===== src/rtl/sdram_pkg.sv =====
// Shared SDRAM command encodings, write-controller state type and sizing helpers.
package sdram_pkg;

    typedef logic [3:0] cmd_t;  // {CS_n, RAS_n, CAS_n, WE_n}

    localparam cmd_t CMD_NOP    = 4'b0111;
    localparam cmd_t CMD_ACTIVE = 4'b0011;
    localparam cmd_t CMD_WRITE  = 4'b0100;
    localparam cmd_t CMD_BST    = 4'b0110;
    localparam cmd_t CMD_PRE    = 4'b0010;

    // A10 selects auto-precharge on WRITE and all-banks on PRECHARGE
    localparam int A10_BIT = 10;

    typedef enum logic [3:0] {
        S_IDLE, S_ACT, S_TRCD_W, S_WR, S_BST, S_TWR_W, S_PRE, S_TRP_W, S_END
    } wr_state_t;

    function automatic int max3(int a, int b, int c);
        int m;
        m = (a > b) ? a : b;
        return (m > c) ? m : c;
    endfunction

    // Bits needed to hold the value n (at least one)
    function automatic int cnt_w(int n);
        int w;
        w = 1;
        while ((1 << w) <= n) w++;
        return w;
    endfunction

endpackage


===== src/rtl/sdram_wr_burst_ctrl_if.sv =====
// Request/data/pin bundle between the arbiter side and the SDRAM write controller.
interface sdram_wr_burst_ctrl_if #(
    parameter int DATA_W = 16,
    parameter int BA_W   = 2,
    parameter int ROW_W  = 13,
    parameter int COL_W  = 9,
    parameter int BL_W   = 10
);
    localparam int AW = BA_W + ROW_W + COL_W;

    logic              init_end_i;
    logic              wr_en_i;
    logic [AW-1:0]     wr_addr_i;
    logic [BL_W-1:0]   wr_burst_len_i;
    logic [DATA_W-1:0] wr_data_i;
    logic              wr_ack_o;
    logic              wr_end_o;
    logic [3:0]        wr_cmd_o;
    logic [BA_W-1:0]   wr_ba_o;
    logic [ROW_W-1:0]  wr_addr_o;
    logic              wr_sdram_en_o;
    logic [DATA_W-1:0] wr_sdram_data_o;

    modport master (
        output init_end_i, wr_en_i, wr_addr_i, wr_burst_len_i, wr_data_i,
        input  wr_ack_o, wr_end_o, wr_cmd_o, wr_ba_o, wr_addr_o,
               wr_sdram_en_o, wr_sdram_data_o
    );

    modport slave (
        input  init_end_i, wr_en_i, wr_addr_i, wr_burst_len_i, wr_data_i,
        output wr_ack_o, wr_end_o, wr_cmd_o, wr_ba_o, wr_addr_o,
               wr_sdram_en_o, wr_sdram_data_o
    );
endinterface


===== src/rtl/sdram_addr_cnt.sv =====
// Flat {ba,row,col} beat address counter; carries ripple col->row->bank->0 naturally.
module sdram_addr_cnt #(
    parameter int BA_W  = 2,
    parameter int ROW_W = 13,
    parameter int COL_W = 9
) (
    input  logic                         clk,
    input  logic                         rst,
    input  logic                         load,
    input  logic                         inc,
    input  logic [BA_W+ROW_W+COL_W-1:0]  load_addr,
    output logic [BA_W-1:0]              ba,
    output logic [ROW_W-1:0]             row,
    output logic [COL_W-1:0]             col,
    output logic                         page_last
);
    localparam int AW = BA_W + ROW_W + COL_W;

    logic [AW-1:0] addr;

    always_ff @(posedge clk) begin
        if (rst)       addr <= '0;
        else if (load) addr <= load_addr;
        else if (inc)  addr <= addr + 1'b1;
    end

    assign ba        = addr[AW-1 -: BA_W];
    assign row       = addr[COL_W +: ROW_W];
    assign col       = addr[COL_W-1:0];
    assign page_last = &col;
endmodule


===== src/rtl/sdram_wr_burst_ctrl.sv =====
// SDRAM write-burst controller: ACTIVE/WRITE/BURST_STOP/PRECHARGE per page segment,
// splitting bursts that cross a page by closing and reopening the next row.
module sdram_wr_burst_ctrl
    import sdram_pkg::*;
#(
    parameter int DATA_W = 16,
    parameter int BA_W   = 2,
    parameter int ROW_W  = 13,
    parameter int COL_W  = 9,
    parameter int BL_W   = 10,
    parameter int TRCD   = 2,
    parameter int TWR    = 2,
    parameter int TRP    = 2
) (
    input  logic                  sys_clk,
    input  logic                  sys_rst,
    sdram_wr_burst_ctrl_if.slave  bus
);
    localparam int AW = BA_W + ROW_W + COL_W;
    localparam int TW = cnt_w(max3(TRCD, TWR, TRP));
    localparam logic [ROW_W-1:0] PRE_ADDR = ROW_W'(1) << A10_BIT;

    wr_state_t         state;
    logic [TW-1:0]     tcnt;
    logic [BL_W-1:0]   rem;
    cmd_t              cmd;
    logic [BA_W-1:0]   ba;
    logic [ROW_W-1:0]  addr;
    logic              sd_en;
    logic [DATA_W-1:0] sd_data;
    logic              wr_end;

    logic [BA_W-1:0]   cnt_ba;
    logic [ROW_W-1:0]  cnt_row;
    logic [COL_W-1:0]  cnt_col;
    logic              page_last;
    logic [ROW_W-1:0]  col_addr;

    logic accept, beat, seg_last, trcd_done, twr_done, trp_done, ack;

    assign accept    = (state == S_IDLE) && bus.init_end_i && bus.wr_en_i &&
                       (bus.wr_burst_len_i != '0);
    assign beat      = (state == S_WR);
    assign seg_last  = (rem == BL_W'(1)) || page_last;
    assign trcd_done = ((state == S_ACT) && (TRCD == 1)) ||
                       ((state == S_TRCD_W) && (tcnt == '0));
    // BURST_STOP always takes the cycle after the last beat, so TWR below 2 cannot be shortened further
    assign twr_done  = ((state == S_BST) && (TWR <= 2)) ||
                       ((state == S_TWR_W) && (tcnt == '0));
    assign trp_done  = ((state == S_PRE) && (TRP == 1)) ||
                       ((state == S_TRP_W) && (tcnt == '0));

    // Pop strobe leads each beat by one cycle: the cycle before WR, then every WR cycle but the segment's last
    assign ack = trcd_done || (beat && !seg_last);

    always_comb begin
        col_addr = '0;
        col_addr[COL_W-1:0] = cnt_col;
        col_addr[A10_BIT] = 1'b0;
    end

    sdram_addr_cnt #(.BA_W(BA_W), .ROW_W(ROW_W), .COL_W(COL_W)) u_addr_cnt (
        .clk       (sys_clk),
        .rst       (sys_rst),
        .load      (accept),
        .inc       (beat),
        .load_addr (bus.wr_addr_i),
        .ba        (cnt_ba),
        .row       (cnt_row),
        .col       (cnt_col),
        .page_last (page_last)
    );

    always_ff @(posedge sys_clk) begin
        if (sys_rst) begin
            state   <= S_IDLE;
            tcnt    <= '0;
            rem     <= '0;
            cmd     <= CMD_NOP;
            ba      <= '0;
            addr    <= '0;
            sd_en   <= 1'b0;
            sd_data <= '0;
            wr_end  <= 1'b0;
        end else begin
            cmd    <= CMD_NOP;
            wr_end <= 1'b0;
            sd_en  <= ack;
            if (ack)  sd_data <= bus.wr_data_i;
            if (beat) rem <= rem - 1'b1;

            case (state)
                S_IDLE: if (accept) begin
                    rem   <= bus.wr_burst_len_i;
                    state <= S_ACT;
                    cmd   <= CMD_ACTIVE;
                    ba    <= bus.wr_addr_i[AW-1 -: BA_W];
                    addr  <= bus.wr_addr_i[COL_W +: ROW_W];
                end
                S_ACT, S_TRCD_W: begin
                    if (trcd_done) begin
                        state <= S_WR;
                        cmd   <= CMD_WRITE;
                        addr  <= col_addr;
                    end else if (state == S_ACT) begin
                        state <= S_TRCD_W;
                        tcnt  <= TW'(TRCD - 2);
                    end else begin
                        tcnt  <= tcnt - 1'b1;
                    end
                end
                S_WR: if (seg_last) begin
                    state <= S_BST;
                    cmd   <= CMD_BST;
                end
                S_BST, S_TWR_W: begin
                    if (twr_done) begin
                        state <= S_PRE;
                        cmd   <= CMD_PRE;
                        addr  <= PRE_ADDR;
                    end else if (state == S_BST) begin
                        state <= S_TWR_W;
                        tcnt  <= TW'(TWR - 3);
                    end else begin
                        tcnt  <= tcnt - 1'b1;
                    end
                end
                S_PRE, S_TRP_W: begin
                    if (trp_done) begin
                        // Counter already points at col 0 of the next row when a page split remains
                        if (rem != '0) begin
                            state <= S_ACT;
                            cmd   <= CMD_ACTIVE;
                            ba    <= cnt_ba;
                            addr  <= cnt_row;
                        end else begin
                            state  <= S_END;
                            wr_end <= 1'b1;
                        end
                    end else if (state == S_PRE) begin
                        state <= S_TRP_W;
                        tcnt  <= TW'(TRP - 2);
                    end else begin
                        tcnt  <= tcnt - 1'b1;
                    end
                end
                S_END:   state <= S_IDLE;
                default: state <= S_IDLE;
            endcase
        end
    end

    assign bus.wr_ack_o        = ack;
    assign bus.wr_end_o        = wr_end;
    assign bus.wr_cmd_o        = cmd;
    assign bus.wr_ba_o         = ba;
    assign bus.wr_addr_o       = addr;
    assign bus.wr_sdram_en_o   = sd_en;
    assign bus.wr_sdram_data_o = sd_data;
endmodule


===== src/flat_wrapper.sv =====
// flat-port wrapper written by rule: the top's interface ports become plain ports
module sdram_wr_burst_ctrl_flat import sdram_pkg::*;
#(
    parameter int DATA_W = 16,
    parameter int BA_W   = 2,
    parameter int ROW_W  = 13,
    parameter int COL_W  = 9,
    parameter int BL_W   = 10,
    parameter int TRCD   = 2,
    parameter int TWR    = 2,
    parameter int TRP    = 2
)
  (sys_clk, sys_rst, bus_init_end_i, bus_wr_en_i, bus_wr_addr_i, bus_wr_burst_len_i, bus_wr_data_i, bus_wr_ack_o, bus_wr_end_o, bus_wr_cmd_o, bus_wr_ba_o, bus_wr_addr_o, bus_wr_sdram_en_o, bus_wr_sdram_data_o);
  sdram_wr_burst_ctrl_if #(.DATA_W(DATA_W), .BA_W(BA_W), .ROW_W(ROW_W), .COL_W(COL_W), .BL_W(BL_W)) bus_i ();
  input  logic sys_clk;
  input  logic sys_rst;
  input wire logic [$bits(bus_i.init_end_i)-1:0] bus_init_end_i;
  input wire logic [$bits(bus_i.wr_en_i)-1:0] bus_wr_en_i;
  input wire logic [$bits(bus_i.wr_addr_i)-1:0] bus_wr_addr_i;
  input wire logic [$bits(bus_i.wr_burst_len_i)-1:0] bus_wr_burst_len_i;
  input wire logic [$bits(bus_i.wr_data_i)-1:0] bus_wr_data_i;
  output wire logic [$bits(bus_i.wr_ack_o)-1:0] bus_wr_ack_o;
  output wire logic [$bits(bus_i.wr_end_o)-1:0] bus_wr_end_o;
  output wire logic [$bits(bus_i.wr_cmd_o)-1:0] bus_wr_cmd_o;
  output wire logic [$bits(bus_i.wr_ba_o)-1:0] bus_wr_ba_o;
  output wire logic [$bits(bus_i.wr_addr_o)-1:0] bus_wr_addr_o;
  output wire logic [$bits(bus_i.wr_sdram_en_o)-1:0] bus_wr_sdram_en_o;
  output wire logic [$bits(bus_i.wr_sdram_data_o)-1:0] bus_wr_sdram_data_o;
  assign bus_i.init_end_i = bus_init_end_i;
  assign bus_i.wr_en_i = bus_wr_en_i;
  assign bus_i.wr_addr_i = bus_wr_addr_i;
  assign bus_i.wr_burst_len_i = bus_wr_burst_len_i;
  assign bus_i.wr_data_i = bus_wr_data_i;
  assign bus_wr_ack_o = bus_i.wr_ack_o;
  assign bus_wr_end_o = bus_i.wr_end_o;
  assign bus_wr_cmd_o = bus_i.wr_cmd_o;
  assign bus_wr_ba_o = bus_i.wr_ba_o;
  assign bus_wr_addr_o = bus_i.wr_addr_o;
  assign bus_wr_sdram_en_o = bus_i.wr_sdram_en_o;
  assign bus_wr_sdram_data_o = bus_i.wr_sdram_data_o;
  sdram_wr_burst_ctrl #(.DATA_W(DATA_W), .BA_W(BA_W), .ROW_W(ROW_W), .COL_W(COL_W), .BL_W(BL_W), .TRCD(TRCD), .TWR(TWR), .TRP(TRP)) u_core (.sys_clk(sys_clk), .sys_rst(sys_rst), .bus(bus_i));
endmodule

===== config.mk =====
export PLATFORM = sky130hd
export DESIGN_NAME = sdram_wr_burst_ctrl_flat
export DESIGN_NICKNAME = d
export VERILOG_FILES = /design/src/rtl/sdram_pkg.sv /design/src/rtl/sdram_wr_burst_ctrl_if.sv /design/src/rtl/sdram_addr_cnt.sv /design/src/rtl/sdram_wr_burst_ctrl.sv /design/src/flat_wrapper.sv
export SDC_FILE = /design/constraint.sdc
export NUM_CORES = 1
export LEC_CHECK = 0
export CAP_MARGIN = 25
export CORE_ASPECT_RATIO = 0.6
export CORE_MARGIN = 4
export CORE_UTILIZATION = 50
export DETAILED_ROUTE_END_ITERATION = 12
export PLACE_DENSITY_LB_ADDON = 0.08
export SLEW_MARGIN = 20
export SYNTH_ARGS = -nofsm -noshare
export SYNTH_HDL_FRONTEND = slang
export SYNTH_SLANG_ARGS = --single-unit

===== constraint.sdc =====
create_clock -name sys_clk -period 3.5 [get_ports sys_clk]
set_input_delay 0.7 -clock sys_clk [delete_from_list [all_inputs] [get_ports sys_clk]]
set_output_delay 0.7 -clock sys_clk [all_outputs]
set_load 0.05 [all_outputs]

==> results by stage, run 1 <==
Finish:
- The antenna cell count is 0.
- In the final layout, the share of cells above drive strength 1 is 0.0893.
- After the last flow step, the layout net total stands at 604.
- The layout overhead on the synthesized area is 29.5%.
- The most common cell after layout, fill and taps aside is clkdlybuf4s50_1.
- The library cells used most frequently in the layout, excluding fill and tap cells, are 88 x clkdlybuf4s50_1, 76 x dfxtp_1, 60 x nand2_1, 58 x a21oi_1, 29 x nor2_1.

Synth:
- The synthesized-area fraction occupied by ao, oa, aoi and oai cells is 0.267.
- The leading register cell type out of synthesis is dfxtp_1.
- The post-synth net total is 535.
- In this run the cell area of the synthesized design comes to 4000 µm².
- Of all flip-flops after synthesis, the portion carrying an async set or reset was 0.
- The combinational family with the most area after synthesis is compound AO/OA/AOI/OAI gates.
- The synthesized design contains 76 register bits.
- dfxtp_1 takes more of the synthesized area than any other cell.
- In this run the mean area of a mapped cell was 8.40 µm².
- The portion of synthesized cell area occupied by the leading cell type is 0.380.
- Synthesis instantiated 61 different standard cells from the library.
- The gate count of the mapped netlist is 476.
- Of the total synthesized cell area, the portion taken by AND, OR, NAND and NOR gates is 0.209.
- In this run, synthesis inferred 0 flip-flops with an integrated enable.
- Of the post-synthesis cell area, the part taken by muxes is 0.0175.
- By area the synthesized netlist is led by dfxtp_1 38%, a21oi_1 7.3%, nand2_1 5.6%.
- For this run, the number of Yosys warnings is 0.
- The share of the Yosys chip area taken by registers is 0.380.
- Of the total synthesized cell area, the portion taken by full adders, half adders and majority gates is 0.0156.
- Of the total synthesized cell area, the portion taken by XOR and XNOR cells is 0.0504.

Pwr:
- Power spread over the standard cell area amounts to 785 nW/µm².
- Of the total power, the clock network draws 0.221.
- The leakage power is 1.78 nW.
- The part of the total power dissipated in combinational logic is 0.466.
- The net switching share of the total power is 0.426.
- The internal power of the cells totals 2.33 mW.
- VDD sags by at most 0.440 mV.
- The net load switching power is 1.73 mW.
- The part of the total power dissipated in sequential elements is 0.313.

STA:
- Across all hold checks on the routed design, the worst slack comes to 0.449 ns.
- Setup repair after global routing left no endpoint under its margin.
- The final-report setup violation count is 0.
- The largest clock skew in the final design is 0.00589 ns.
- The worst path in the final design needs a cycle of 3.20 ns, including I/O delays and setup.
- Summed over all failing endpoints, the final setup total negative slack is 0 ns.
- Static timing analysis puts the maximum clock frequency at 0.312 GHz.
- At the pin with the least slew margin, the transition time is 0.749 ns.
- In the finished design, the share of the clock period the worst path needs comes to 0.915.
- The final number of hold-violating endpoints is 0.
- The count of pins over their slew limit is 0.
- The relative slew slack is 0.500.

Min path:
- The sink of the worst hold path is u_core.bus.wr_sdram_data_o[6]$_SDFFE_PP0P_.
- The worst hold path class is reg -> reg.
- In this run the most critical hold path is launched from u_core.bus.wr_sdram_data_o[6]$_SDFFE_PP0P_.
- The cell count of the worst hold path is 2.

Setup path:
- The startpoint of the most critical register-to-register path is u_core.state[0]$_SDFFE_PP0P_.
- The worst setup path is launched from a register.
- The worst endpoint required time is 2.80 ns.
- The register-to-register setup slack is 0.85 ns.
- Counting cells, the worst reg-to-reg path comes to 5.
- The critical path data arrival time is 2.50 ns.
- STA classifies the critical path endpoint as an output port.
- Of all nets on the critical path, the largest fanout is 6.
- The endpoint identified for the worst register-to-register timing path is u_core.u_addr_cnt.addr[12]$_SDFFE_PP0P_.
- The category of the critical setup timing path is reg -> out.

Die:
- The site row count is 24.
- The floorplan step defined a die boundary enclosing 9540 µm².
- The horizontal extent of the die is 123 µm.
- The initial utilization of the core area, before any placement, comes to 0.533.
- The floorplan die height is 77.3 µm.
- The region available for standard cell placement spans 7510 µm².
- In this run the count of I/O pins placed on the die edge is 92.

Drt:
- After detailed routing, the number of remaining DRC violations is 0.
- The wire length reported by the detailed router is 11300 µm.
- The iteration count of the initial detailed-routing pass is 10.
- In the routed layout, each cell is associated on average with a via count of 5.93.
- Summing over every cut layer, the via total after detailed routing is 3873.
- The number of nets with antenna violations after routing is 0.
- The iteration-0 DRC count of the detailed router is 484.
- In the final routed layout, each cell accounts on average for 17.2 µm.

GRT:
- In the global route stage, overall resource usage came out at 0.238.
- The global-route wire length before repair is 18000 µm.
- The remaining global-route overflow is 0.
- The number of antenna violations at the first check in global routing is 0.
- The via count of the first global-routing pass is 3514.
- The pin count of the biggest net entering global routing is 40.

Run:
- The max-capacitance violation count is 0.

Place:
- Routability-driven placement finished with a final weighted congestion of 0.888.
- The estimated wirelength of the detail-placed design is 8000 µm.
- Buffers placed on the I/O ports in this run total 90.

Clock tree:
- The cell at the root of the clock tree is clkbuf_16.
- The number of buffers created by CTS is 9.
- After clock tree synthesis, the clock-pin slew on the worst setup and hold paths is 0.05 ns.
- The later pin in the worst-skew pair is clocked with a latency of 0.34 ns.
- Counting every sink on the clock net gives 76.
- The clock tree from TritonCTS is yes.
- The clock tree synthesis step divided the H-tree into 3 levels.
- The maximum number of buffers from clock root to sink is 2.

Outcome:
- The run finished with clean final reports.
==> critical path, cell delays in order (launching register included) <==
cell	delay, ns
dfxtp_1	0.37
ha_1	0.26
and3_1	0.23
and3_1	0.23
and3_1	0.20
ha_1	0.19
a311oi_2	0.34
a31oi_2	0.10
inv_2	0.12
buf_12	0.13
==> worst max-delay path by stage <==
stage                                            to                                   start  slack [ns]
2_1_floorplan                          bus_wr_ack_o  u_core.u_addr_cnt.addr[0]$_SDFFE_PP0P_        0.55
3_3_place_gp   u_core.bus.wr_addr_o[1]$_SDFFE_PP0P_                   bus_wr_burst_len_i[1]        0.58
3_5_place_dp   u_core.bus.wr_addr_o[0]$_SDFFE_PP0P_                   bus_wr_burst_len_i[1]        0.48
4_1_cts                                bus_wr_ack_o  u_core.u_addr_cnt.addr[0]$_SDFFE_PP0P_        0.15
5_1_grt                                bus_wr_ack_o  u_core.u_addr_cnt.addr[0]$_SDFFE_PP0P_        0.16
6_report                               bus_wr_ack_o  u_core.u_addr_cnt.addr[0]$_SDFFE_PP0P_        0.30
==> repair_timing <==
action	in CTS	in global routing
hold buffers	0	0
endpoints found under the setup margin	0	1
setup buffers	0	0
gates resized for setup	0	1
==> cell usage after synthesis, drive strengths merged, types with 2 or more instances <==
library cell and count:
a22oi 6, and2 4, nand3 16, or3 4
nand2 60, ha 5, buf 19, a31oi 9
a311oi 3, a32oi 2, clkbuf 21, a211oi 24
dfxtp 76, nand2b 2, nor3 6, nor2b 3
mux2i 7, inv 8, xor2 16, nand3b 4
a21oi 58, nor4 12, xnor2 7, and4 2
a21o 2, a222oi 9, and3 3, nor3b 3
nand4 12, nor2 30, o21bai 2, o21ai 24
==> registers in the layout, indices dropped and copies added (netlist names) <==
signal	count
u_core.bus.wr_addr_o	13
u_core.bus.wr_ba_o	2
u_core.bus.wr_cmd_o	3
u_core.bus.wr_end_o	1
u_core.bus.wr_sdram_data_o	16
u_core.bus.wr_sdram_en_o	1
u_core.rem	10
u_core.state	4
u_core.tcnt	2
u_core.u_addr_cnt.addr	24
==> through the flow <==
stage          cells  setup WS, ns  total power [mW]   util  area [µm²]
6_report         653         0.297              4.07  0.690        5180
2_1_floorplan    476         0.550              2.65      -        4000
3_3_place_gp     638         0.577              3.12  0.651        4890
3_5_place_dp     638         0.480              3.15  0.651        4890
4_1_cts          653         0.150              4.06  0.689        5170
5_1_grt          653         0.162              4.29  0.690        5180
==> logic make-up (layout without fill, tap and decap cells) <==
| kind of cell | Yosys count | in the layout |
|---|---|---|
| and+or+nand+nor | 165 | 165 |
| AOI/OAI and AO/OA | 151 | 151 |
| DFF | 76 | 76 |
| buffers and inverters | 48 | 121 |
| xor gates and xnor gates | 23 | 23 |
| muxes | 7 | 7 |
| adders and majority gates | 5 | 5 |
| other | 1 | 1 |
==> layout make-up <==
| cell class | instances | area [µm²] |
|---|---|---|
| inverters | 8 | 30.0 |
| flip-flops and latches | 76 | 1520 |
| clock buffers | 13 | 250 |
| repair buffers | 98 | 966 |
| multi-input cells | 352 | 2250 |
| fillers | 621 | 2330 |
| well taps | 104 | 130 |
| clock inverters | 2 | 35.0 |
==> power by group through the flow <==
stage / clock network [mW] / registers (mW) / logic, mW
finish: 0.900 / 1.27 / 1.89
global route: 0.954 / 1.30 / 2.03
CTS: 0.916 / 1.27 / 1.88
detailed placement: 0 / 1.28 / 1.87
global placement: 0 / 1.27 / 1.85
floorplan: 0 / 1.59 / 1.06
==> per-layer routing <==
metal | up-vias | wire length [µm] | part of all wire | track usage
met4 | 0 | 95 | 0.0084 | 0.0475
met5 | - | 0 | 0 | 0
met1 | 1822 | 5140 | 0.46 | 0.338
li1 | 1890 | - | - | -
met2 | 149 | 4810 | 0.43 | 0.329
met3 | 12 | 1210 | 0.11 | 0.112
(Power assumes the default switching activity.)
==> run 2, diff against run 1 <==
--- a/config.mk
+++ b/config.mk
@@ -9,6 +9,7 @@
 export CORE_ASPECT_RATIO = 0.6
 export CORE_MARGIN = 4
 export CORE_UTILIZATION = 50
+export CTS_CLUSTER_DIAMETER = 150
 export DETAILED_ROUTE_END_ITERATION = 12
 export PLACE_DENSITY_LB_ADDON = 0.08
 export SLEW_MARGIN = 20
==> constraint.sdc (replaced) <==
create_clock -name sys_clk -period 3.45 [get_ports sys_clk]
set_input_delay 0.69 -clock sys_clk [delete_from_list [all_inputs] [get_ports sys_clk]]
set_output_delay 0.69 -clock sys_clk [all_outputs]
set_load 0.05 [all_outputs]
==> run 2 against run 1 <==
Against the previous run: sequential power hardly changed; count of clock-buffer cells in the layout is 4 lower; sequential cell count stayed put; critical path depth is 1 higher; largest power group unchanged; largest cell class unchanged; sequential share of layout area hardly changed; critical endpoint unchanged; first-iteration DRC count is 22% higher; clock skew is 0.0013 ns higher; die area stayed put; final area is 0.14% higher; clock power is 5.2% lower.
==> results by stage, run 2 (same netlist as run 1, synthesis figures left out) <==
Pwr:
- The clock share of power is 0.209 (was 0.221).
- The part of the total power dissipated in combinational logic is 0.475 (was 0.466).
- The part of the total power dissipated in sequential elements is 0.316 (was 0.313).
- The internal cell power is 2.28 mW (was 2.33 mW).
- The leakage power is 1.79 nW (was 1.78 nW).
- The net switching share of the total power is 0.441 (was 0.426).
- The peak supply drop is 0.367 mV (was 0.440 mV).
- The net load switching power is 1.80 mW (was 1.73 mW).
- The power density relative to cell area is 785 nW/µm² (about the same).

GRT:
- The combined global-route utilization of all metal layers is 0.241 (was 0.238).
- The remaining global-route overflow is 0 (unchanged).
- The pin count of the biggest net entering global routing came to 30 (was 40).
- The via count of the first global-routing pass is 3522 (was 3514).
- The global-route wire length before repair is 18200 µm (was 18000 µm).
- The number of antenna violations at the first check in global routing is 0 (unchanged).

Drt:
- The via count normalized by instance count is 5.95 (was 5.93).
- The average wire per cell in the routed design is 17.1 µm (was 17.2 µm).
- The iteration count of the initial detailed-routing pass is 6 (was 10).
- The number of nets with antenna violations after routing came to 0 (unchanged).
- The via count of the routed design came to 3917 (was 3873).
- The wire length reported by the detailed router is 11300 µm (about the same).
- The iteration-0 DRC count of the detailed router was 589 (was 484).
- The residual DRC count is 0 (unchanged).

Clock tree:
- The number of instances resized during post-cts repair was 0 (unchanged).
- The clock transition time at the flip-flop clock pins of the worst setup and hold paths is 0.06 ns (was 0.05 ns).
- The clock tree from TritonCTS is yes (unchanged).
- The cell at the root of the clock tree is clkbuf_16 (unchanged).
- The hold-fix buffer count after cts is 0 (unchanged).
- The CTS H-tree depth was 3 (unchanged).
- The number of buffers created by CTS is 9 (unchanged).
- The maximum number of buffers from clock root to sink came to 2 (unchanged).
- The post-CTS setup buffer count was 0 (unchanged).
- The total number of clock tree sinks came to 76 (unchanged).
- The later-pin clock latency in the skew report is 0.34 ns (about the same).

Finish:
- The share of final-layout standard cells stronger than drive strength 1 is 0.101 (was 0.0893).
- The flip-flop count of the largest register, all copies and words added is 24 (unchanged).
- The filler cell count in the final layout is 625 (was 621).
- The layout overhead on the synthesized area was 29.7% (was 29.5%).
- Commonest non-fill, non-tap cells in the layout: 88 x clkdlybuf4s50_1, 76 x dfxtp_1, 60 x nand2_1, 58 x a21oi_1, 29 x nor2_1 (unchanged).
- The layout net count was 608 (was 604).
- The antenna cell count is 0 (unchanged).
- The register name with the most flops is u_core.u_addr_cnt.addr (unchanged).
- The most common cell after layout, fill and taps aside is clkdlybuf4s50_1 (unchanged).

Place:
- The minimum setup slack after placement is 0.440 ns (was 0.480 ns).
- The estimated wirelength of the detail-placed design is 8030 µm (was 8000 µm).
- The final RePlAce weighted congestion is 0.886 (was 0.888).
- The number of buffers added on ports is 90 (unchanged).

STA:
- Timing would allow up to 0.312 GHz.
- Dividing the final minimum period by the clock period gives 0.930.
- The summed negative setup slack over all endpoints came to 0 ns (unchanged).
- The final number of hold-violating endpoints was 0 (unchanged).
- The final worst hold slack came to 0.448 ns (was 0.449 ns).
- The count of pins over their slew limit is 0 (unchanged).
- The worst setup margin is 0.242 ns (was 0.297 ns).
- The minimum clock period is 3.21 ns.
- The relative slew slack is 0.503 (was 0.500).
- The final-report setup violation count is 0 (unchanged).
- The largest clock skew in the final design is 0.00724 ns (was 0.00589 ns).
- RSZ-0062 raised after global routing: no (unchanged).
- The transition time at the pin with the least slew margin was 0.745 ns (was 0.749 ns).

Die:
- The area of the core region was 7510 µm² (unchanged).
- The site row count is 24 (unchanged).
- The horizontal extent of the die is 123 µm (unchanged).
- The floorplan die height is 77.3 µm (unchanged).
- The count of pins on the block boundary is 92 (unchanged).
- The initial core utilization is 0.533 (unchanged).
- The die area is 9540 µm² (unchanged).

Setup path:
- The number of cells on the worst reg-to-reg path was 6 (was 5).
- The kind of capture point of the worst setup path is an output port (unchanged).
- The register-to-register setup slack is 0.84 ns (was 0.85 ns).
- The worst endpoint required time is 2.76 ns (was 2.80 ns).
- The startpoint of the most critical register-to-register path is u_core.state[0]$_SDFFE_PP0P_ (unchanged).
- The critical path data arrival time came to 2.52 ns (was 2.50 ns).
- The endpoint of the lowest-slack register-to-register path was u_core.u_addr_cnt.addr[18]$_SDFFE_PP0P_ (was u_core.u_addr_cnt.addr[12]$_SDFFE_PP0P_).
- The critical path startpoint category was a register (unchanged).
- The category of the critical setup timing path is reg -> out (unchanged).
- The largest driver fanout on the critical path is 6 (unchanged).

Outcome:
- Run status: completed (unchanged).

Run:
- The max-capacitance violation count is 0 (unchanged).

Min path:
- The sink of the worst hold path is u_core.bus.wr_sdram_data_o[15]$_SDFFE_PP0P_ (was u_core.bus.wr_sdram_data_o[6]$_SDFFE_PP0P_).
- The cell count of the worst hold path is 2 (unchanged).
- The worst hold path class is reg -> reg (unchanged).
- The critical hold path startpoint was u_core.bus.wr_sdram_data_o[15]$_SDFFE_PP0P_ (was u_core.bus.wr_sdram_data_o[6]$_SDFFE_PP0P_).
[run 2: changes by cell type in the layout (fill, tap and decap cells not counted)]
cell and change:
clkbuf_1 -3, bufinv_16 -1, clkinv_4 +1, clkinvlp_4 +2
a311oi_1 +1, clkinv_2 +3, a311oi_2 -1, buf_4 +4
clkbuf_8 -1
[run 2: worst max-delay path by stage]
stage	slack [ns]	cells after the start	to	from
after floorplan	0.51	9	bus_wr_ack_o	u_core.u_addr_cnt.addr[0]$_SDFFE_PP0P_
after global placement	0.55	6	u_core.bus.wr_addr_o[2]$_SDFFE_PP0P_	bus_wr_burst_len_i[1]
after detailed placement	0.44	6	u_core.bus.wr_addr_o[0]$_SDFFE_PP0P_	bus_wr_burst_len_i[1]
after CTS	0.25	10	bus_wr_ack_o	u_core.u_addr_cnt.addr[0]$_SDFFE_PP0P_
after global routing	0.06	10	bus_wr_ack_o	u_core.u_addr_cnt.addr[0]$_SDFFE_PP0P_
final	0.24	10	bus_wr_ack_o	u_core.u_addr_cnt.addr[0]$_SDFFE_PP0P_
[run 2: layer usage]
metal / share of wire / global-route usage / vias up
met3: 0.094 / 0.0912 / 13
met2: 0.43 / 0.337 / 175
li1: - / - / 1901
met1: 0.47 / 0.356 / 1828
met5: 0 / 0 / -
met4: 0.0075 / 0.0387 / 0
[run 2: through the flow]
step / power (mW) / std cells / utilization / instance area [µm²]
2_1_floorplan: 2.69 / 476 / - / 4000
3_3_place_gp: 3.16 / 642 / 0.655 / 4920
3_5_place_dp: 3.20 / 642 / 0.655 / 4920
4_1_cts: 4.06 / 658 / 0.691 / 5190
5_1_grt: 4.30 / 658 / 0.691 / 5190
6_report: 4.07 / 658 / 0.691 / 5190
[run 2: area by class of cell]
| cell class | instances | area [µm²] | area share |
|---|---|---|---|
| repair buffers | 102 | 996 | 0.192 |
| well taps | 104 | 130 | 0.0251 |
| inverters | 8 | 30.0 | 0.00579 |
| clock inverters | 7 | 43.8 | 0.00844 |
| clock buffers | 9 | 225 | 0.0434 |
| flip-flops and latches | 76 | 1520 | 0.293 |
| multi-input cells | 352 | 2240 | 0.432 |
[run 2: power by group through the flow]
stage          Clock, mW  Combinational (mW)  Sequential, mW
4_1_cts            0.862                1.92            1.28
5_1_grt            0.913                2.07            1.32
3_5_place_dp           0                1.90            1.30
3_3_place_gp           0                1.87            1.29
2_1_floorplan          0                1.08            1.61
6_report           0.853                1.93            1.29
[run 2: worst max-delay path, cell delays in order (launching register included)]
cell	delay (ns)
dfxtp_1	0.37
ha_1	0.25
and3_1	0.22
and3_1	0.24
and3_1	0.20
ha_1	0.18
a311oi_1	0.21
buf_4	0.19
a31oi_2	0.06
inv_2	0.12
buf_12	0.14
==> run 3, diff against run 2 <==
--- a/config.mk
+++ b/config.mk
@@ -11,8 +11,7 @@
 export CORE_UTILIZATION = 50
 export CTS_CLUSTER_DIAMETER = 150
 export DETAILED_ROUTE_END_ITERATION = 12
-export PLACE_DENSITY_LB_ADDON = 0.08
-export SLEW_MARGIN = 20
+export PLACE_DENSITY = 0.8
 export SYNTH_ARGS = -nofsm -noshare
 export SYNTH_HDL_FRONTEND = slang
 export SYNTH_SLANG_ARGS = --single-unit
==> run 3 against run 2 <==
Against the previous run: first-iteration DRC count up 3.6%; non-clock buffer count is 2 lower; sequential cell count did not move; maximum frequency is 0.24% lower; core utilization rose by 1.1 points; sequential share of layout area fell by 0.46 points; cell count down 0.30%; clock power rose by 29%; clock skew decreased by 0.0024 ns.
==> results by stage, run 3 (same netlist as run 1, synthesis figures left out) <==
Pwr:
- The part of the total power dissipated in sequential elements is 0.291 (was 0.316).
- The internal cell power is 2.51 mW (was 2.28 mW).
- The net load switching power is 1.85 mW (was 1.80 mW).
- The overall power of the completed layout is 4.36 mW (was 4.07 mW).
- The peak supply drop is 0.390 mV (was 0.367 mV).
- The part of the total power dissipated in combinational logic is 0.458 (was 0.475).
- The net switching share of the total power came to 0.424 (was 0.441).
- The leakage power is 1.82 nW (was 1.79 nW).
- The clock share of power was 0.252 (was 0.209).
- The power density relative to cell area is 828 nW/µm² (was 785 nW/µm²).

Setup path:
- The category of the critical setup timing path is reg -> out (unchanged).
- The largest driver fanout on the critical path is 6 (unchanged).
- The critical path startpoint category is a register (unchanged).
- The worst endpoint required time was 2.76 ns (about the same).
- The critical path data arrival time is 2.53 ns (was 2.52 ns).
- The kind of capture point of the worst setup path is an output port (unchanged).

Finish:
- The final cell count without fillers is 656 (was 658).
- Commonest non-fill, non-tap cells in the layout: 88 x clkdlybuf4s50_1, 76 x dfxtp_1, 60 x nand2_1, 58 x a21oi_1, 29 x nor2_1 (unchanged).
- The share of final-layout standard cells stronger than drive strength 1 came to 0.0996 (was 0.101).
- The layout overhead on the synthesized area is 31.7% (was 29.7%).
- The most common cell after layout, fill and taps aside is clkdlybuf4s50_1 (unchanged).
- The register name with the most flops is u_core.u_addr_cnt.addr (unchanged).
- The share of the core filled with cells is 0.702 (was 0.691).
- The total non-filler cell area in the finished layout is 5270 µm² (was 5190 µm²).
- The layout net count was 606 (was 608).
- The filler cell count in the final layout is 611 (was 625).
- The flip-flop count of the largest register, all copies and words added is 24 (unchanged).
- The antenna cell count was 0 (unchanged).

Place:
- The estimated wirelength of the detail-placed design was 8560 µm (was 8030 µm).
- The number of buffers added on ports is 90 (unchanged).
- The final RePlAce weighted congestion is 0.945 (was 0.886).
- The number of placed instances, taps included is 640 (was 642).
- The placement-stage cell area is 4910 µm² (was 4920 µm²).

Drt:
- The iteration count of the initial detailed-routing pass is 6 (unchanged).
- The iteration-0 DRC count of the detailed router is 610 (was 589).
- The via count normalized by instance count is 6.16 (was 5.95).
- The via count of the routed design is 4041 (was 3917).
- The number of nets with antenna violations after routing is 0 (unchanged).
- The average wire per cell in the routed design came to 18.3 µm (was 17.1 µm).
- The residual DRC count is 0 (unchanged).
- The wire length reported by the detailed router came to 12000 µm (was 11300 µm).

STA:
- The transition time at the pin with the least slew margin is 0.709 ns (was 0.745 ns).
- The largest clock skew in the final design was 0.00484 ns (was 0.00724 ns).
- RSZ-0062 raised after global routing: no (unchanged).
- The summed negative setup slack over all endpoints is 0 ns (unchanged).
- The relative slew slack was 0.525 (was 0.503).
- The count of pins over their slew limit is 0 (unchanged).
- The final-report setup violation count is 0 (unchanged).
- The final number of hold-violating endpoints is 0 (unchanged).
- The portion of the clock cycle consumed by the worst path in the final layout is 0.932 (was 0.930).
- The highest achievable clock rate was 0.311 GHz (was 0.312 GHz).
- The minimum clock period came to 3.22 ns (was 3.21 ns).

GRT:
- The remaining global-route overflow came to 0 (unchanged).
- The pin count of the biggest net entering global routing was 41 (was 30).
- The via count of the first global-routing pass came to 3690 (was 3522).
- The global-route wire length before repair came to 19200 µm (was 18200 µm).
- The combined global-route utilization of all metal layers was 0.256 (was 0.241).
- The number of antenna violations at the first check in global routing is 0 (unchanged).

Die:
- The count of pins on the block boundary is 92 (unchanged).
- The site row count was 24 (unchanged).
- The initial core utilization is 0.533 (unchanged).
- The area of the core region was 7510 µm² (unchanged).
- The horizontal extent of the die is 123 µm (unchanged).
- The floorplan die height came to 77.3 µm (unchanged).
- The die area came to 9540 µm² (unchanged).

Clock tree:
- The number of buffers created by CTS is 9 (unchanged).
- The hold-fix buffer count after cts is 0 (unchanged).
- The CTS H-tree depth is 3 (unchanged).
- The cell at the root of the clock tree is clkbuf_16 (unchanged).
- The later-pin clock latency in the skew report is 0.34 ns (about the same).
- The clock transition time at the flip-flop clock pins of the worst setup and hold paths is 0.06 ns (about the same).
- The maximum number of buffers from clock root to sink came to 2 (unchanged).
- The clock tree from TritonCTS is yes (unchanged).
- The total number of clock tree sinks came to 76 (unchanged).

Outcome:
- Run status: completed (unchanged).

Run:
- The max-capacitance violation count is 0 (unchanged).

Min path:
- The worst hold path class is reg -> reg (unchanged).
-- run 3: cell count changes in the layout (fill, tap and decap cells not counted) --
| cell | previous run | this run |
|---|---|---|
| clkinv_2 | 4 | 0 |
| buf_4 | 12 | 9 |
| bufinv_16 | 0 | 3 |
| inv_6 | 0 | 2 |
| a311oi_1 | 1 | 0 |
| a311oi_2 | 1 | 2 |
| buf_12 | 1 | 2 |
| clkinv_4 | 1 | 0 |
-- run 3: final timing paths --
path                                          startpoint                                           to  slack (ns)  cells past startpoint
max               u_core.u_addr_cnt.addr[0]$_SDFFE_PP0P_                                 bus_wr_ack_o        0.23                      9
min          u_core.bus.wr_sdram_data_o[10]$_SDFFE_PP0P_  u_core.bus.wr_sdram_data_o[10]$_SDFFE_PP0P_        0.45                      2
max reg2reg                 u_core.state[1]$_SDFFE_PP0P_         u_core.bus.wr_addr_o[1]$_SDFFE_PP0P_        0.74                      5
min reg2reg  u_core.bus.wr_sdram_data_o[10]$_SDFFE_PP0P_  u_core.bus.wr_sdram_data_o[10]$_SDFFE_PP0P_        0.45                      2
-- run 3: final cells by class --
| class | count | area [µm²] | share of cell area |
|---|---|---|---|
| Clock buffer | 9 | 225 | 0.0427 |
| Timing Repair Buffer | 100 | 993 | 0.189 |
| Clock inverter | 7 | 123 | 0.0233 |
| Inverter | 8 | 30.0 | 0.00570 |
| Sequential cell | 76 | 1520 | 0.289 |
| Multi-Input combinational cell | 352 | 2250 | 0.426 |
| Tap cell | 104 | 130 | 0.0247 |
-- run 3: worst max-delay path, cell delays in order, from the launching register on --
cell,delay (ns)
dfxtp_1,0.36
ha_1,0.25
and3_1,0.23
and3_1,0.24
and3_1,0.21
ha_1,0.18
a311oi_2,0.35
a31oi_2,0.10
inv_2,0.12
buf_12,0.14
-- run 3: repair_timing --
action | CTS | global route
gates resized for setup | 0 | 1
setup endpoints to repair | 0 | 1
setup buffers | 0 | 0
-- run 3: power groups by stage --
stage                     Clock [mW]  Combinational (mW)  Sequential [mW]
after global routing            1.16                2.13             1.29
final                           1.10                2.00             1.27
after detailed placement           0                1.95             1.28
after global placement             0                1.91             1.27
after CTS                       1.11                1.97             1.26
after floorplan                    0                1.08             1.61
-- run 3: per-stage QoR --
step	setup slack, ns	hold slack [ns]
4_1_cts	0.122	0.453
3_5_place_dp	0.446	0.445
2_1_floorplan	0.510	0.432
6_report	0.235	0.450
3_3_place_gp	0.546	0.438
5_1_grt	0.163	0.476
-- run 3: routing by layer --
metal	up-vias	part of all wire	track usage	wire length (µm)
met1	1877	0.45	0.375	5380
met3	21	0.11	0.0684	1310
li1	1899	-	-	-
met2	244	0.43	0.369	5170
met4	0	0.013	0.0663	156
met5	-	0	0	0
==> RTL change 1: new RTL, flow settings as in run 1 <==
Encoding of `wr_state_t`: now Gray code (4 bits for 9 states).
--- a/src/rtl/sdram_pkg.sv
+++ b/src/rtl/sdram_pkg.sv
@@ -15,3 +15,3 @@
     typedef enum logic [3:0] {
-        S_IDLE, S_ACT, S_TRCD_W, S_WR, S_BST, S_TWR_W, S_PRE, S_TRP_W, S_END
+        S_IDLE = 4'b0000, S_ACT = 4'b0001, S_TRCD_W = 4'b0011, S_WR = 4'b0010, S_BST = 4'b0110, S_TWR_W = 4'b0111, S_PRE = 4'b0101, S_TRP_W = 4'b0100, S_END = 4'b1100
     } wr_state_t;
Behaviour: same outputs for any inputs over 10 cycles, from zero or initial values and one cycle with sys_rst high; not proved beyond that.
==> RTL change 1 against run 1 <==
Sequential cell count unchanged; setup slack better by 0.22 ns; power is 9.6% higher; synthesized area shrank 1.9%; clock power is 7.3% higher; wire length about the same; global-route usage increased by 0.57 points; final area up 1.1%; largest cell class unchanged.
==> RTL change 1: results (changes against run 1) <==
- Worst Hold Class: flip-flop to flip-flop
- Detail Placement HPWL: 8310 um (+3.9%)
- Clock transition at the registers of the reported paths: 0.06 ns
- Worst clock skew on the final layout: 0.00566 ns (-0.000233 ns)
- Most frequent cells after synthesis: sky130_fd_sc_hd__dfxtp_1 (76), sky130_fd_sc_hd__nor2_1 (50), sky130_fd_sc_hd__a21oi_1 (33)
- Placed instance count: 622 (-2.5%)
- Fillcell total: 613 (-1.3%)
- Part of the Yosys area used for sequential elements: 38.8% (+0.75 points)
- Synthesis Warnings: 0 (unchanged)
- Worst path slowest cell: sky130_fd_sc_hd__dfxtp_1
- Largest net degree at the start of global routing: 29 (-28%)
- DR vias: 3862 (-0.28%)
- Worst vdd rail ir drop: 0.519 mV (+18%)
- Share of final-layout standard cells stronger than drive strength 1: 10.2% (+1.2 points)
- Post-Synthesis Net Count: 508 (-5.0%)
- Wire length of the first global-routing pass: 18300 um (+1.5%)
- Iteration-0 DRC count of the detailed router: 404 (-17%)
- Most area-consuming cells after synthesis: sky130_fd_sc_hd__dfxtp_1 (39%), sky130_fd_sc_hd__mux2i_1 (5.1%), sky130_fd_sc_hd__nor2_1 (4.8%)
- Unique cell type count in the Yosys netlist: 59 (-3.3%)
- Finished Layout Cells: 636 (-2.6%)
- GR Util All Layers: 24.4% (+0.57 points)
- Actual slew at the worst max-slew pin: 0.892 ns (+0.142 ns)
- Final net count: 588 (-2.6%)
- Reported leakage power: 0.00194 uW (+9.1%)
- CTS H-Tree Depth: 3 (unchanged)
- Result of the run: complete, no violations
- Critical path arrival: 2.28 ns (-0.22 ns)
- Final wirelength: 11300 um (about the same)
- DR pass1 iterations: 8 (-2)
- Slowest cell delay on critical path: 0.44 ns (+0.07 ns)
- Global placer's final weighted congestion: 0.893 (+0.64%)
- Avg Synthesized Cell Area: 8.74 um2 (+4.0%)
- Placed inst area: 4930 um2 (+0.84%)
- Number of global-route vias before repair: 3573 (+1.7%)
[RTL change 1: changes by cell type after synthesis, moves of 8 or more]
cell,change
sky130_fd_sc_hd__a221oi_1,+12
sky130_fd_sc_hd__nor4b_1,+8
sky130_fd_sc_hd__inv_1,+9
sky130_fd_sc_hd__mux2i_1,+13
sky130_fd_sc_hd__nor2_1,+21
sky130_fd_sc_hd__a21oi_1,-25
sky130_fd_sc_hd__buf_2,-10
sky130_fd_sc_hd__nand2_1,-36
sky130_fd_sc_hd__a222oi_1,-9
[RTL change 1: final timing paths]
kind / cells after the start / endpoint / slack [ns] / start
worst min-delay path: 2 / u_core.bus.wr_ba_o[0]$_SDFFE_PP0P_ / 0.48 / u_core.bus.wr_ba_o[0]$_SDFFE_PP0P_
worst max register to register: 5 / u_core.bus.wr_addr_o[2]$_SDFFE_PP0P_ / 0.79 / u_core.state[2]$_SDFFE_PP0P_
worst max-delay path: 9 / bus_wr_ack_o / 0.52 / u_core.u_addr_cnt.addr[0]$_SDFFE_PP0P_
worst min register to register: 2 / u_core.bus.wr_ba_o[0]$_SDFFE_PP0P_ / 0.48 / u_core.bus.wr_ba_o[0]$_SDFFE_PP0P_
[RTL change 1: cell families (layout without fill, tap and decap cells)]
logic type / after synthesis / in the layout / synth area share (%)
flip-flops: 76 / 76 / 38.8
AO/OA/AOI/OAI: 118 / 118 / 22.3
other: 1 / 1 / 0.0956
AND/OR/NAND/NOR: 161 / 161 / 22.5
multiplexers: 22 / 22 / 5.68
buffers and inverters: 49 / 132 / 5.30
XOR/XNOR: 17 / 17 / 3.80
adder cells (fa/ha/maj): 5 / 5 / 1.59
[RTL change 1: final cells by class]
cell class                      count  area (um2)  share of cell area, %
Clock buffer                       12         246                   4.71
Clock inverter                      2        60.1                   1.15
Inverter                           16        60.1                   1.15
Multi-Input combinational cell    324        2210                   42.2
Sequential cell                    76        1520                   29.1
Tap cell                          104         130                   2.49
Timing Repair Buffer              102        1010                   19.3
[RTL change 1: layer usage]
metal | up-vias | track usage [%] | wire length, um
met2 | 188 | 36.4 | 4980
li1 | 1825 | - | -
met3 | 11 | 6.53 | 969
met5 | - | 0 | 0
met1 | 1838 | 34.8 | 5200
met4 | 0 | 6.15 | 115
[RTL change 1: report_power, final]
group,internal (uW),leakage [uW],total [uW],switching (uW)
registers,1100,0.000622,1320,226
clock network,636,0.000149,966,330
logic,816,0.00117,2170,1350
[RTL change 1: metrics by stage]
step | utilization (%) | hold slack [ns] | worst slack [ns]
4_1_cts | 70.3 | 0.475 | 0.536
3_3_place_gp | 66.2 | 0.467 | 0.455
2_1_floorplan | - | 0.461 | 0.716
5_1_grt | 70.3 | 0.512 | 0.354
3_5_place_dp | 66.2 | 0.465 | 0.347
6_report | 70.3 | 0.476 | 0.520
==> RTL change 2: new RTL, settings of run 1 <==
Made on the original files. `BA_W` is set to 2 in 4 places; all go to 4.
--- a/src/rtl/sdram_wr_burst_ctrl_if.sv
+++ b/src/rtl/sdram_wr_burst_ctrl_if.sv
@@ -3,3 +3,3 @@
     parameter int DATA_W = 16,
-    parameter int BA_W   = 2,
+    parameter int BA_W   = 4,
     parameter int ROW_W  = 13,
--- a/src/rtl/sdram_addr_cnt.sv
+++ b/src/rtl/sdram_addr_cnt.sv
@@ -2,3 +2,3 @@
 module sdram_addr_cnt #(
-    parameter int BA_W  = 2,
+    parameter int BA_W  = 4,
     parameter int ROW_W = 13,
--- a/src/rtl/sdram_wr_burst_ctrl.sv
+++ b/src/rtl/sdram_wr_burst_ctrl.sv
@@ -6,3 +6,3 @@
     parameter int DATA_W = 16,
-    parameter int BA_W   = 2,
+    parameter int BA_W   = 4,
     parameter int ROW_W  = 13,
--- a/src/flat_wrapper.sv
+++ b/src/flat_wrapper.sv
@@ -4,3 +4,3 @@
     parameter int DATA_W = 16,
-    parameter int BA_W   = 2,
+    parameter int BA_W   = 4,
     parameter int ROW_W  = 13,
Ports: changed (resized bus_wr_addr_i and bus_wr_ba_o); port bits go from 92 to 96. No check against the original RTL was run, so the function may have changed too.
==> RTL change 2 against run 1 <==
Wire length rose by 18%; first-iteration DRC count increased by 12%; final area rose by 7.9%; sequential power up 3%; synthesized area rose by 7.5%; sequential cell count is 4 higher; sequential share of layout area shrank 0.73 points; synthesized cell count increased by 14%; setup slack worse by 0.043 ns; clock power is 2.2% higher; power rose by 2.0%; fmax down 1.3%; critical path type unchanged; critical endpoint unchanged.
==> RTL change 2: results (changes against run 1) <==
- Internal power component: 2340 uW (+0.26%)
- DR pass1 iterations: 6 (-4)
- Worst hold path startpoint: u_core.bus.wr_sdram_data_o[2]$_SDFFE_PP0P_
- Reported leakage power: 0.00190 uW (+7.3%)
- Worst max-slew margin expressed relative to the limit: 30.5% (-20 points)
- Wire length of the first global-routing pass: 21300 um (+18%)
- Largest net degree at the start of global routing: 42 (+5.0%)
- Iteration-0 DRC count of the detailed router: 541 (+12%)
- Critical register-to-register path startpoint: u_core.state[1]$_SDFFE_PP0P_
- Result of the run: complete, no violations
- Number of global-route vias before repair: 4093 (+16%)
- Critical path arrival: 2.55 ns (+0.05 ns)
- Part of the Yosys area used for sequential elements: 37.2% (-0.80 points)
- Number of buffer cells added on primary ports: 94 (+4.4%)
- Post-Synthesis Net Count: 602 (+13%)
- GR Util All Layers: 26.4% (+2.6 points)
- Number of cells on the worst reg-to-reg path: 6 (+1)
- Worst slack on hold paths: 0.449 ns (-0.000178 ns)
- Worst R2R Setup Slack: 0.92 ns (+0.07 ns)
- Worst reg2reg endpoint: u_core.bus.wr_addr_o[3]$_SDFFE_PP0P_
- Yosys top cell area share: 37.2% (-0.80 points)
- Post-CTS setup-driven buffer insertion count: 0 (unchanged)
- Worst vdd rail ir drop: 0.418 mV (-5.1%)
- Sequential Power: 1310 uW (+3%)
- DR vias: 4504 (+16%)
- Slowest cell delay on critical path: 0.35 ns (-0.02 ns)
- Most frequent cells after synthesis: sky130_fd_sc_hd__dfxtp_1 (80), sky130_fd_sc_hd__nand2_1 (68), sky130_fd_sc_hd__a21oi_1 (63)
- Hold Path Sink: u_core.bus.wr_sdram_data_o[2]$_SDFFE_PP0P_
- Unique cell type count in the Yosys netlist: 58 (-4.9%)
- Placed instance count: 716 (+12%)
- Avg Synthesized Cell Area: 7.95 um2 (-5.4%)
- Share of final-layout standard cells stronger than drive strength 1: 7.21% (-1.7 points)
- Maximum fanout along the worst path: 17 (+11)
- Final net count: 680 (+13%)
- Flip-flop count of the largest register after layout: 26 (+8.3%)
- Mean routed wirelength per cell: 18.2 um (+5.4%)
- Detail Placement HPWL: 9750 um (+22%)
- Worst clock skew on the final layout: 0.00768 ns (+0.00178 ns)
- Global placer's final weighted congestion: 0.900 (+1.4%)
## RTL change 2: cell count changes in the layout (fill, tap and decap cells not counted), moves of 7 or more
| cell | change |
|---|---|
| sky130_fd_sc_hd__inv_1 | +7 |
| sky130_fd_sc_hd__nand3_1 | +14 |
| sky130_fd_sc_hd__a211oi_2 | -13 |
| sky130_fd_sc_hd__nand2_1 | +8 |
| sky130_fd_sc_hd__a22o_1 | +12 |
| sky130_fd_sc_hd__nor3_1 | +10 |
| sky130_fd_sc_hd__nor2_1 | +15 |
| sky130_fd_sc_hd__a222oi_1 | -9 |
| sky130_fd_sc_hd__a22oi_1 | +9 |
| sky130_fd_sc_hd__a311oi_1 | +15 |
## RTL change 2: worst max-delay path by stage
stage	startpoint	slack (ns)	cells after the start	end
after floorplan	u_core.u_addr_cnt.addr[0]$_SDFFE_PP0P_	0.75	10	bus_wr_ack_o
after global placement	bus_wr_burst_len_i[1]	0.64	6	u_core.bus.wr_addr_o[4]$_SDFFE_PP0P_
after detailed placement	bus_wr_burst_len_i[1]	0.51	6	u_core.bus.wr_addr_o[2]$_SDFFE_PP0P_
after CTS	u_core.u_addr_cnt.addr[0]$_SDFFE_PP0P_	0.28	9	bus_wr_ack_o
after global routing	u_core.u_addr_cnt.addr[0]$_SDFFE_PP0P_	0.08	9	bus_wr_ack_o
final	u_core.u_addr_cnt.addr[0]$_SDFFE_PP0P_	0.25	9	bus_wr_ack_o
## RTL change 2: through the flow
step | setup WS [ns] | total power (uW) | cell area [um2]
2_1_floorplan | 0.753 | 2610 | 4300
3_3_place_gp | 0.644 | 3180 | 5300
3_5_place_dp | 0.508 | 3220 | 5300
4_1_cts | 0.276 | 4140 | 5590
5_1_grt | 0.0838 | 4360 | 5590
6_report | 0.254 | 4150 | 5590
## RTL change 2: per-layer routing
metal / routed length (um) / GRT usage, % / vias to the layer above
met5: 0 / 0 / -
met4: 131 / 6.78 / 0
met3: 1440 / 6.95 / 16
met2: 5460 / 37.3 / 238
met1: 6260 / 39.3 / 2084
li1: - / - / 2166
## RTL change 2: worst max-delay path: cells and delay by family (launching register included)
family	cells	cell delay, ns
adders and majority gates	2	0.46
buffers and inverters	2	0.48
AOI/OAI and AO/OA	2	0.41
DFF	1	0.35
and+or+nand+nor	3	0.49
## RTL change 2: kinds of logic after synthesis
logic type      Yosys count  share of synthesized area [%]
xor+xnor                 14                           2.85
flops                    80                           37.2
mux                       3                          0.814
fa+ha+maj                 5                           1.45
compound gates          171                           27.1
other cells               1                         0.0872
buf+inv                  55                           5.58
simple gates            212                           24.9
## RTL change 2: area by class of cell
class	count	area [um2]
Clock buffer	12	267
Fill cell	690	2540
Inverter	15	56.3
Clock inverter	4	27.5
Sequential cell	80	1600
Tap cell	108	135
Timing Repair Buffer	107	1040
Multi-Input combinational cell	406	2460
